**config.mk**
```make
export PLATFORM = sky130hd
export DESIGN_NAME = seq_cas_divider
export DESIGN_NICKNAME = d
export VERILOG_FILES = /design/src/rtl/cas_div_pkg.sv /design/src/rtl/cas_row.sv /design/src/rtl/seq_cas_divider.sv
export SDC_FILE = /design/constraint.sdc
export NUM_CORES = 1
export LEC_CHECK = 0
export CAP_MARGIN = 20
export CORE_ASPECT_RATIO = 0.8
export CORE_MARGIN = 5
export CORE_UTILIZATION = 56
export DETAILED_ROUTE_END_ITERATION = 8
export DONT_BUFFER_PORTS = 1
export GPL_ROUTABILITY_DRIVEN = 0
export PLACE_DENSITY = 0.74
export SLEW_MARGIN = 0
export SYNTH_ARGS = -nofsm -noshare
export SYNTH_HDL_FRONTEND = slang
export SYNTH_HIERARCHICAL = 1
export SYNTH_SLANG_ARGS = --single-unit
```
**constraint.sdc**
```tcl
create_clock -name clk -period 5.1 [get_ports clk]
set_input_delay 1.02 -clock clk [delete_from_list [all_inputs] [get_ports clk]]
set_output_delay 1.02 -clock clk [all_outputs]
set_load 0.02 [all_outputs]
```
**src/rtl/cas_div_pkg.sv**
```systemverilog
// cas_div_pkg: shared state encoding and latency helper for the sequential CAS divider.
package cas_div_pkg;

  typedef enum logic [2:0] {
    IDLE = 3'd0,
    RUN  = 3'd1,
    FIX  = 3'd2,
    SIGN = 3'd3,
    DONE = 3'd4
  } state_t;

  // Cycle offset from the accepting start edge to the done cycle (non-zero divisor).
  function automatic int unsigned cas_div_latency(input int unsigned width, input bit signed_en);
    return signed_en ? width + 32'd3 : width + 32'd2;
  endfunction

endpackage

```
**src/rtl/cas_row.sv**
```systemverilog
// cas_row: N controlled add/subtract cells in a ripple chain; s = a + m (sub=0) or a - m (sub=1).
module cas_row #(
  parameter int unsigned N = 9
) (
  input  logic [N-1:0] a,
  input  logic [N-1:0] m,
  input  logic         sub,
  output logic [N-1:0] s,
  output logic         c_out
);

  logic [N:0] c;

  assign c[0] = sub;

  // One CAS cell per bit: sub inverts the m operand and supplies the carry-in.
  for (genvar i = 0; i < N; i++) begin : g_cell
    logic b;
    assign b        = m[i] ^ sub;
    assign s[i]     = a[i] ^ b ^ c[i];
    assign c[i+1]   = (a[i] & b) | (c[i] & (a[i] ^ b));
  end

  assign c_out = c[N];

endmodule

```
**src/rtl/seq_cas_divider.sv**
```systemverilog
// seq_cas_divider: non-restoring divider iterating one shared CAS row per clock.
// Optional feature: define CAS_DIV_SIGNED_EN for two's-complement operands (adds the SIGN step).
module seq_cas_divider
  import cas_div_pkg::*;
#(
  parameter int unsigned WIDTH = 8
) (
  input  logic             clk,
  input  logic             rst,
  input  logic             start,
  input  logic [WIDTH-1:0] dividend,
  input  logic [WIDTH-1:0] divisor,
  output logic             busy,
  output logic             done,
  output logic [WIDTH-1:0] quotient,
  output logic [WIDTH-1:0] remainder,
  output logic             div_by_zero
);

  localparam int unsigned RW = WIDTH + 1;
  localparam int unsigned CW = $clog2(WIDTH);

  state_t           state_q, state_d;
  logic [RW-1:0]    r_q, r_d;
  logic [WIDTH-1:0] q_q, q_d;
  logic [RW-1:0]    d_q, d_d;
  logic [CW-1:0]    count_q, count_d;
  logic             dz_q, dz_d;
  logic             busy_q, busy_d;
  logic             done_q, done_d;
  logic [WIDTH-1:0] quotient_q, quotient_d;
  logic [WIDTH-1:0] remainder_q, remainder_d;
  logic             div_by_zero_q, div_by_zero_d;
`ifdef CAS_DIV_SIGNED_EN
  logic             neg_quo_q, neg_quo_d;
  logic             neg_rem_q, neg_rem_d;
`endif

  logic [RW-1:0]    row_a, row_s;
  logic             row_sub;
  logic             row_c_out_unused;
  logic [WIDTH-1:0] dvd_mag, dvs_mag;

  // Operand magnitudes presented to the datapath on an accepted start.
  always_comb begin
`ifdef CAS_DIV_SIGNED_EN
    dvd_mag = dividend[WIDTH-1] ? -dividend : dividend;
    dvs_mag = divisor[WIDTH-1]  ? -divisor  : divisor;
`else
    dvd_mag = dividend;
    dvs_mag = divisor;
`endif
  end

  // Row operands: RUN shifts {R,Q} and adds/subtracts by the sign of R; FIX restores with +D.
  always_comb begin
    row_a   = {r_q[WIDTH-1:0], q_q[WIDTH-1]};
    row_sub = ~r_q[WIDTH];
    if (state_q == FIX) begin
      row_a   = r_q;
      row_sub = 1'b0;
    end
  end

  cas_row #(.N(RW)) u_row (
    .a     (row_a),
    .m     (d_q),
    .sub   (row_sub),
    .s     (row_s),
    .c_out (row_c_out_unused)
  );

  // Next-state, datapath and registered-output next values.
  always_comb begin
    state_d       = state_q;
    r_d           = r_q;
    q_d           = q_q;
    d_d           = d_q;
    count_d       = count_q;
    dz_d          = dz_q;
`ifdef CAS_DIV_SIGNED_EN
    neg_quo_d     = neg_quo_q;
    neg_rem_d     = neg_rem_q;
`endif

    unique case (state_q)
      IDLE: begin
        if (start) begin
          count_d = '0;
          d_d     = {1'b0, dvs_mag};
          dz_d    = (divisor == '0);
`ifdef CAS_DIV_SIGNED_EN
          neg_quo_d = dividend[WIDTH-1] ^ divisor[WIDTH-1];
          neg_rem_d = dividend[WIDTH-1];
`endif
          if (divisor == '0) begin
            // Divide-by-zero result is staged through FIX (R is non-negative, so FIX leaves it).
            r_d     = {1'b0, dividend};
            q_d     = '1;
            state_d = FIX;
          end else begin
            r_d     = '0;
            q_d     = dvd_mag;
            state_d = RUN;
          end
        end
      end
      RUN: begin
        r_d     = row_s;
        q_d     = {q_q[WIDTH-2:0], ~row_s[WIDTH]};
        count_d = count_q + CW'(1);
        if (count_q == CW'(WIDTH - 1)) state_d = FIX;
      end
      FIX: begin
        if (r_q[WIDTH]) r_d = row_s;
`ifdef CAS_DIV_SIGNED_EN
        state_d = dz_q ? DONE : SIGN;
`else
        state_d = DONE;
`endif
      end
      SIGN: begin
`ifdef CAS_DIV_SIGNED_EN
        if (neg_quo_q) q_d = -q_q;
        if (neg_rem_q) r_d = {1'b0, -r_q[WIDTH-1:0]};
`endif
        state_d = DONE;
      end
      DONE: begin
        state_d = IDLE;
      end
      default: begin
        state_d = IDLE;
      end
    endcase

    busy_d        = (state_d == RUN) || (state_d == FIX) || (state_d == SIGN);
    done_d        = (state_d == DONE);
    quotient_d    = done_d ? q_d : quotient_q;
    remainder_d   = done_d ? r_d[WIDTH-1:0] : remainder_q;
    div_by_zero_d = done_d ? dz_d : div_by_zero_q;
  end

  // State and datapath registers with synchronous reset.
  always_ff @(posedge clk) begin
    if (rst) begin
      state_q       <= IDLE;
      r_q           <= '0;
      q_q           <= '0;
      d_q           <= '0;
      count_q       <= '0;
      dz_q          <= 1'b0;
      busy_q        <= 1'b0;
      done_q        <= 1'b0;
      quotient_q    <= '0;
      remainder_q   <= '0;
      div_by_zero_q <= 1'b0;
`ifdef CAS_DIV_SIGNED_EN
      neg_quo_q     <= 1'b0;
      neg_rem_q     <= 1'b0;
`endif
    end else begin
      state_q       <= state_d;
      r_q           <= r_d;
      q_q           <= q_d;
      d_q           <= d_d;
      count_q       <= count_d;
      dz_q          <= dz_d;
      busy_q        <= busy_d;
      done_q        <= done_d;
      quotient_q    <= quotient_d;
      remainder_q   <= remainder_d;
      div_by_zero_q <= div_by_zero_d;
`ifdef CAS_DIV_SIGNED_EN
      neg_quo_q     <= neg_quo_d;
      neg_rem_q     <= neg_rem_d;
`endif
    end
  end

  assign busy        = busy_q;
  assign done        = done_q;
  assign quotient    = quotient_q;
  assign remainder   = remainder_q;
  assign div_by_zero = div_by_zero_q;

endmodule

```
# Yosys cells after proc, flatten, opt, wreduce, memory -nomap -nowiden
# Index checks and enable logic that the tools add are counted.
[classes] n_reduce_logical=10 n_mux=17 n_bitwise=52 eq_ne=9 addsub=1
[ops] op="$mux W9" count=3
[ops] op="$pmux W9 S3" count=1
[ops] op="$xor A1 B1 Y1" count=26
[ops] op="$mux W8" count=3
[ops] op="$and A1 B1 Y1" count=16
[ops] op="$pmux W8 S2" count=1
[ops] op="$eq A3 B2 Y1 const B" count=4
[ops] op="$mux W3" count=3
[ops] op="$pmux W3 S3" count=1
[ops] op="$logic_not A8 Y1" count=1
[ops] op="$or A1 B1 Y1" count=8
[ops] op="$eq A3 B1 Y1 const B" count=2
[ops] op="$eq A3 B3 Y1 const B" count=2
[ops] op="$pmux W3 S2" count=1
[ops] op="$reduce_and A2 Y1" count=3
[ops] op="$add A3 B1 Y3 const B" count=1
[ops] op="$logic_not A3 Y1" count=1
[ops] op="$mux W1" count=3
[ops] op="$reduce_bool A3 Y1" count=1
[ops] op="$logic_or A1 B1 Y1" count=2
[ops] op="$mux W2" count=1
[ops] op="$ne A2 B2 Y1 const B" count=1
[ops] op="$not A1 Y1" count=2
[ops] op="$reduce_bool A2 Y1" count=1
[ops] op="$reduce_or A2 Y1" count=1
[word_totals] output_inout_bits=19 register_bits=51 input_bits=19

# Depth between registers and ports, before layout
# Gate-level depths: netlist (run 1).
[depth] depth_word=23 ltp_mapped=18 depth_no_buf=17

# By module
# The synthesis (run 1) kept the hierarchy.
[modules_own_cells] module="seq_cas_divider" seq_area_each_um2=1021.0 cells_per_inst=256 area_each_um2=2205.9 instances=1
[modules_own_cells] module="cas_row" seq_area_each_um2=0.0 cells_per_inst=33 area_each_um2=314.1 instances=1

# Worst setup path after synthesis (run 1)
# OpenSTA, ideal clock, no wires.
[synth_path] kind="register to register" start="reg state_q[1]" end="reg r_q[8]" synth_period_minus_slack_ns=4.778 arrival_time_ns=4.645 stages_incl_launch_ff=18 setup_time_ns=0.132 setup_slack_ns=0.322 path_cell_list="dfxtp_1 > nand2b_1 > nor2_2 > nor2_1 > buf_6 > xor2_1 > fa_1 > inv_1 > fa_1 > fa_1 > fa_1 > fa_1 > fa_1 > fa_1 > inv_1 > fa_1 > o311ai_0 > a21oi_1"
[synth_via] elab_chain_len=23 elab_cells_between_ends=52 cone_classes="eq/ne: 3; mux: 4; bitwise: 42; reduce/logical: 3"
[synth_lines] item="start, declared" line_no="seq_cas_divider.sv:23" source="state_t state_q, state_d;"
[synth_lines] item="start signal, assigned" line_no="seq_cas_divider.sv:163" source="state_q <= state_d;"
[synth_lines] item="$eq A3 B2 Y1 (*)" line_no="seq_cas_divider.sv:59" source="if (state_q == FIX) begin"
[synth_lines] item="$mux W1 (*)" line_no="seq_cas_divider.sv:59"
[synth_lines] item="via row_sub" line_no="seq_cas_divider.sv:40" source="logic row_sub;"
[synth_lines] item="$xor A1 B1 Y1" line_no="cas_row.sv:19" source="assign b = m[i] ^ sub;"
[synth_lines] item="$xor A1 B1 Y1" line_no="cas_row.sv:21" source="assign c[i+1] = (a[i] & b) | (c[i] & (a[i] ^ b));"
[synth_lines] item="$and A1 B1 Y1" line_no="cas_row.sv:21"
[synth_lines] item="$or A1 B1 Y1" line_no="cas_row.sv:21"
[synth_lines] item="$and A1 B1 Y1" line_no="cas_row.sv:21"
[synth_lines] item="[9 not listed]"
[synth_lines] item="$and A1 B1 Y1" line_no="cas_row.sv:21"
[synth_lines] item="$or A1 B1 Y1" line_no="cas_row.sv:21"
[synth_lines] item="$and A1 B1 Y1" line_no="cas_row.sv:21"
[synth_lines] item="$or A1 B1 Y1" line_no="cas_row.sv:21"
[synth_lines] item="$xor A1 B1 Y1 (*)" line_no="cas_row.sv:20" source="assign s[i] = a[i] ^ b ^ c[i];"
[synth_lines] item="via row_s[8]" line_no="seq_cas_divider.sv:39" source="logic [RW-1:0] row_a, row_s;"
[synth_lines] item="$mux W9" line_no="seq_cas_divider.sv:115" source="if (r_q[WIDTH]) r_d = row_s;"
[synth_lines] item="$pmux W9 S3 (*)" line_no="seq_cas_divider.sv:86" source="unique case (state_q)"
[synth_lines] item="end signal, assigned" line_no="seq_cas_divider.sv:164" source="r_q <= r_d;"
[synth_lines] item="end, declared" line_no="seq_cas_divider.sv:24" source="logic [RW-1:0] r_q, r_d;"
# Mark *: on every way through the listed nets, which the timed path passes. The rest lies on a longest branch.
# A chain may end at the register's enable or synchronous reset.

# Worst setup path after layout (run 1)
[layout_path] start="reg state_q[2]" end="reg r_q[8]"
# Same word-level chain as after synthesis.

==> results of run 1 <==
## what timing repair did
item,CTS,global route
hold endpoints to repair,0,0
setup endpoints to repair,0,1
hold buffers,0,0
gates resized for setup,0,1
## power groups by stage
stage                     Combinational (µW)  Clock, µW  Sequential, µW
after floorplan                          292          0             460
after global placement                   353          0             470
after detailed placement                 357          0             471
after CTS                                359        291             462
after global routing                     414        310             468
final                                    363        284             462
## sequential cells by signal, summed over array words and instances (netlist names)
| name | count |
|---|---|
| busy | 1 |
| count_q | 3 |
| d_q | 8 |
| div_by_zero | 1 |
| done | 1 |
| dz_q | 1 |
| q_q | 8 |
| quotient | 8 |
| r_q | 9 |
| remainder | 8 |
| state_q | 3 |
## worst paths after layout
check,end,slack [ns],cells after the start
hold / removal,div_by_zero$_SDFFE_PP0P_,0.46,2
setup reg to reg,r_q[8]$_SDFFE_PP0P_,0.28,16
setup / recovery,r_q[8]$_SDFFE_PP0P_,0.28,16
hold reg to reg,div_by_zero$_SDFFE_PP0P_,0.46,2
## Yosys cell counts, drive strengths merged, types with 2 or more instances
cell,number,share of area
o21ai,16,0.033
dfxtp,51,0.41
a31oi,3,0.0074
fa,8,0.064
xnor2,6,0.021
nor3,2,0.0040
a32oi,2,0.0070
ha,2,0.0099
nand2b,2,0.0079
nor2,18,0.029
nand2,51,0.076
buf,8,0.023
a311oi,2,0.0070
and2,2,0.0050
clkbuf,11,0.016
nor4,2,0.0050
mux2,9,0.040
a21o,6,0.018
a221oi,4,0.014
a32o,6,0.024
a22oi,6,0.018
inv,15,0.022
nor2b,5,0.012
o21a,3,0.0089
xor2,3,0.010
a21oi,37,0.078
## worst register-to-register path, stage by stage (launching register included)
cell      delay, ns
dfxtp_1        0.38
nand2b_1       0.19
nor2_2         0.23
nor2_1         0.13
xor2_1         0.24
fa_1           0.21
inv_1          0.05
fa_1           0.40
fa_1           0.39
fa_1           0.39
fa_1           0.39
fa_1           0.39
fa_1           0.37
inv_1          0.07
fa_1           0.44
o311ai_0       0.34
a21oi_1        0.10
## logic make-up after synthesis
kind of cell | synth area share
fa+ha+maj | 0.0735
flops | 0.405
buf+inv | 0.0616
mux | 0.0402
compound gates | 0.225
simple gates | 0.161
other cells | 0.00149
xor+xnor | 0.0313
## per-layer routing
metal | up-vias | wire [µm]
met2 | 56 | 2340
met1 | 903 | 2870
met3 | 9 | 385
li1 | 978 | -
met4 | 0 | 99
met5 | - | 0
## layout make-up
cell class                      instances  area [µm²]  share of cell area
Multi-Input combinational cell        204        1340               0.508
Sequential cell                        51        1020               0.387
Tap cell                               57        71.3              0.0270
Clock buffer                            5        68.8              0.0260
Inverter                               15        56.3              0.0213
Clock inverter                          3        43.8              0.0166
Timing Repair Buffer                    5        37.5              0.0142
## per-stage QoR
step / util / hold slack (ns) / std cells / area, µm²
global route: 0.621 / 0.483 / 340 / 2640
finish: 0.621 / 0.463 / 340 / 2640
floorplan: - / 0.432 / 289 / 2520
CTS: 0.621 / 0.463 / 340 / 2640
global placement: 0.594 / 0.437 / 332 / 2530
detailed placement: 0.594 / 0.445 / 332 / 2530
==> results.json, run 1 <==
{
  "grt.total_usage": 0.206,
  "required_ns": 5.29,
  "syn_inst": 289,
  "crit_buf_inv": 2,
  "finalWorstSetupSlack_ns": 0.279,
  "max_freq_mhz": 207,
  "relSlewSlack": 0.497,
  "worst-slew-pin-transition_ns": 0.751,
  "crit_path_start_kind": "register",
  "place_ws_ns": 0.263,
  "fillCellCount": 373,
  "dr_total_vias": 1946,
  "die_y_um": 70,
  "cp_common_cell": "fa_1",
  "grt_start_max_net_pins": 43,
  "peakVddDrop_v": 0.000222,
  "viasPerCell": 5.72,
  "area_delta_synth_final_pct": 4.92,
  "maxCapViolations": 0,
  "ys_warn_count": 6,
  "fp.dieW_um": 85,
  "use_met1": 0.305,
  "post-route-drc-count": 0,
  "synth_seq_cells": 51,
  "ys_seq_area_frac": 0.405,
  "pwr-share-seq": 0.417,
  "finClkSkew_ns": 0.00587,
  "powerDensity_mw_per_mm2": 420,
  "drt_iter0_drc": 185,
  "fin_crit_ns": 4.82,
  "cpPeakStageDelay_ns": 0.44,
  "clkPwrFrac": 0.256,
  "rows": 21,
  "slew_violations": 0,
  "status": "complete, no violations",
  "rr_startpoint": "state_q[2]$_SDFF_PP0_",
  "synthFlopType": "dfxtp_1",
  "busiest_layer": "met1",
  "layout.nets": 311,
  "switching_power_uw": 376,
  "path_delay_family": "adder cells",
  "synth_edf_count": 0,
  "combPwrFrac": 0.328,
  "drtAntennaViolNets": 0,
  "antenna_found_initial": 0,
  "clk-insertion-delay-late_ns": 0.31,
  "setup.worst_path.end_class": "register",
  "slowest_stage": "fa_1",
  "path_max_fanout": 7,
  "rsz0062_at_grt": "false",
  "first_pass_iters": 4,
  "p_total_uw": 1110,
  "synth_nets": 318,
  "grtUsageMet3": 0.0564,
  "cts_max_level": 2,
  "numPortBuffers": 0,
  "synth-async-reset-ratio": 0,
  "routed_wl_mm": 5.70,
  "clock-sinks": 51,
  "grt.met2_usage": 0.288,
  "pin_count": 38,
  "internal_power_uw": 734,
  "clk_pin_slew_worst_paths_ns": 0.09,
  "diodes": 0,
  "cts_root_buffer": "clkbuf_8",
  "final_cell_mix": "nand2_1, dfxtp_1, a21oi_1",
  "hold_viol": 0,
  "cts-buffers-inserted": 5,
  "core_area_mm2": 0.00426,
  "overflow": 0,
  "synth.distinct_cells": 41,
  "cts_tree": "yes",
  "initial_core_util": 0.592,
  "grt_pass1_vias": 1901,
  "clockBufferDepth": 2,
  "fin_setup_tns_ns": 0,
  "crit_start": "state_q[2]$_SDFF_PP0_",
  "hp-start": "dz_q$_SDFF_PP0_",
  "worstPathArrival_ns": 5.01,
  "wl_per_cell_um": 16.8,
  "path_class": "reg -> reg",
  "grt_pass1_wl_mm": 9.85,
  "crit_chain": "nand2b_1 -> nor2_2 -> nor2_1 -> xor2_1 -> fa_1 -> inv_1 -> fa_1 -> fa_1 -> fa_1 -> fa_1 -> fa_1 -> fa_1 -> inv_1 -> fa_1 -> o311ai_0 -> a21oi_1",
  "syn_avg_cell_area_um2": 8.72,
  "hold_class": "reg -> reg",
  "drive_gt1_frac": 0.106,
  "die_area_mm2": 0.00595,
  "switching_share": 0.338,
  "period_share": 0.945,
  "p_leak_uw": 0.00105,
  "cts_setup_buffers": 0,
  "syn_area_mm2": 0.00252,
  "dp_hpwl_mm": 4.12,
  "setup_violations": 0,
  "mostFrequentLayoutCell": "nand2_1"
}
Power figures use the tool's default switching activity.
==> inputs of run 2 (changes only) <==
--- a/config.mk
+++ b/config.mk
@@ -6,13 +6,13 @@
 export NUM_CORES = 1
 export LEC_CHECK = 0
 export CAP_MARGIN = 20
-export CORE_ASPECT_RATIO = 0.8
 export CORE_MARGIN = 5
 export CORE_UTILIZATION = 56
 export DETAILED_ROUTE_END_ITERATION = 8
 export DONT_BUFFER_PORTS = 1
 export GPL_ROUTABILITY_DRIVEN = 0
 export PLACE_DENSITY = 0.74
+export SETUP_SLACK_MARGIN = 0.15
 export SLEW_MARGIN = 0
 export SYNTH_ARGS = -nofsm -noshare
 export SYNTH_HDL_FRONTEND = slang
==> run 2 against run 1 <==
  * Via count rose by 4.0%
  * Combinational power fell by 2%
  * Non-clock buffer count did not move
  * Total power fell by 6.1%
  * Largest power group unchanged
  * Wire length fell by 1.1%
  * Clock skew rose by 0.0096 ns
  * Design area fell by 1.2%
  * Clock-buffer cell count did not move
==> results.json, run 2 (synthesis gave the netlist of run 1 again) <==
{
  "die_y_um": 77.1,
  "grt.total_usage": 0.197,
  "cpPeakStageDelay_ns": 0.43,
  "drt_iter0_drc": 173,
  "worst-slew-pin-transition_ns": 0.765,
  "cts_tree": "yes",
  "cts-buffers-inserted": 5,
  "rr_startpoint": "state_q[2]$_SDFF_PP0_",
  "overflow": 0,
  "setup_violations": 0,
  "clockBufferDepth": 2,
  "wl_per_cell_um": 16.8,
  "pwr-share-seq": 0.443,
  "grtUsageMet3": 0.0644,
  "first_pass_iters": 4,
  "rsz0062_at_grt": "false",
  "grt_start_max_net_pins": 43,
  "min_path_cells": 2,
  "r2r_cells": 16,
  "setup.worst_path.end_class": "register",
  "worstPathArrival_ns": 4.96,
  "dp_hpwl_mm": 4.15,
  "largest_register": "r_q",
  "grt_pass1_vias": 1867,
  "relSlewSlack": 0.488,
  "slowest_stage": "fa_1",
  "crit_start": "state_q[2]$_SDFF_PP0_",
  "internal_power_uw": 679,
  "busiest_layer": "met2",
  "fillCellCount": 383,
  "layout.nets": 311,
  "cts_root_buffer": "clkbuf_8",
  "fin_setup_tns_ns": 0,
  "place_ws_ns": 0.278,
  "initial_core_util": 0.579,
  "combPwrFrac": 0.343,
  "crit_path_start_kind": "register",
  "drtAntennaViolNets": 0,
  "use_met1": 0.269,
  "die_area_mm2": 0.00594,
  "largest_reg_flops": 9,
  "clkPwrFrac": 0.214,
  "post-route-drc-count": 0,
  "period_share": 0.935,
  "switching_share": 0.348,
  "maxCapViolations": 0,
  "finalWorstSetupSlack_ns": 0.334,
  "cp_common_cell": "fa_1",
  "slew_violations": 0,
  "numPortBuffers": 0,
  "powerDensity_mw_per_mm2": 399,
  "core_area_mm2": 0.00435,
  "required_ns": 5.29,
  "clk_pin_slew_worst_paths_ns": 0.10,
  "hp-start": "dz_q$_SDFF_PP0_",
  "finClkSkew_ns": 0.0155,
  "peakVddDrop_v": 0.000169,
  "final_cell_mix": "nand2_1, dfxtp_1, a21oi_1",
  "grt.met2_usage": 0.290,
  "dr_total_vias": 2023,
  "path_max_fanout": 7,
  "holdBufCountCts": 0,
  "mostFrequentLayoutCell": "nand2_1",
  "clk-insertion-delay-late_ns": 0.31,
  "clock-sinks": 51,
  "drive_gt1_frac": 0.106,
  "rows": 24,
  "fin_crit_ns": 4.77,
  "fp.dieW_um": 77.1,
  "area_delta_synth_final_pct": 3.62,
  "hold_viol": 0,
  "grt_pass1_wl_mm": 9.45,
  "cts_max_level": 2,
  "switching_power_uw": 363,
  "pin_count": 38,
  "max_freq_mhz": 210,
  "crit_chain": "nand2b_1 -> nor2_2 -> nor2_1 -> xor2_1 -> fa_1 -> inv_1 -> fa_1 -> fa_1 -> fa_1 -> fa_1 -> fa_1 -> fa_1 -> inv_1 -> fa_1 -> o311ai_0 -> a21oi_1",
  "viasPerCell": 6.04,
  "routed_wl_mm": 5.64,
  "path_class": "reg -> reg",
  "status": "complete, no violations",
  "antenna_found_initial": 1,
  "p_leak_uw": 0.00103,
  "hold_class": "reg -> reg"
}
run 2: critical path: cells and delay by family, from the launching register on:
family | cells | cell delay (ns)
adder cells (fa/ha/maj) | 8 | 2.96
AND/OR/NAND/NOR | 3 | 0.51
AO/OA/AOI/OAI | 2 | 0.45
flip-flops | 1 | 0.37
XOR/XNOR | 1 | 0.22
buffers and inverters | 2 | 0.13
run 2: final timing paths:
path,endpoint,slack (ns)
max,r_q[8]$_SDFFE_PP0P_,0.33
min,div_by_zero$_SDFFE_PP0P_,0.45
max reg2reg,r_q[8]$_SDFFE_PP0P_,0.33
min reg2reg,div_by_zero$_SDFFE_PP0P_,0.45
run 2: layer usage:
layer  vias to the layer above  part of all wire
li1                        980                 -
met1                       946              0.45
met2                        84              0.44
met3                        13             0.084
met4                         0             0.020
met5                         -                 0
run 2: cell type report:
class                           instances  area [µm²]  share of cell area
Inverter                               15        56.3              0.0216
Multi-Input combinational cell        204        1340               0.515
Clock inverter                          2        13.8             0.00527
Antenna cell                            1        2.50            0.000958
Sequential cell                        51        1020               0.392
Tap cell                               52        65.1              0.0249
Clock buffer                            5        68.8              0.0264
Timing Repair Buffer                    5        37.5              0.0144
run 2: power by group through the flow:
stage	sequential (µW)	clock (µW)	combinational (µW)
finish	462	223	357
global route	466	243	404
CTS	461	228	353
detailed placement	470	0	352
global placement	470	0	346
floorplan	460	0	292
run 2: metrics by stage:
stage | cell area, µm² | hold WS (ns) | util | total power (µW) | instances
CTS | 2610 | 0.456 | 0.599 | 1040 | 334
detailed placement | 2520 | 0.443 | 0.580 | 822 | 327
floorplan | 2520 | 0.432 | - | 752 | 289
finish | 2610 | 0.454 | 0.600 | 1040 | 335
global placement | 2520 | 0.440 | 0.580 | 815 | 327
global route | 2610 | 0.485 | 0.600 | 1110 | 335
run 2: repair_timing:
item | 4_1_cts | 5_1_grt
setup buffers | 0 | 0
gates resized for setup | 0 | 2
setup endpoints to repair | 0 | 1
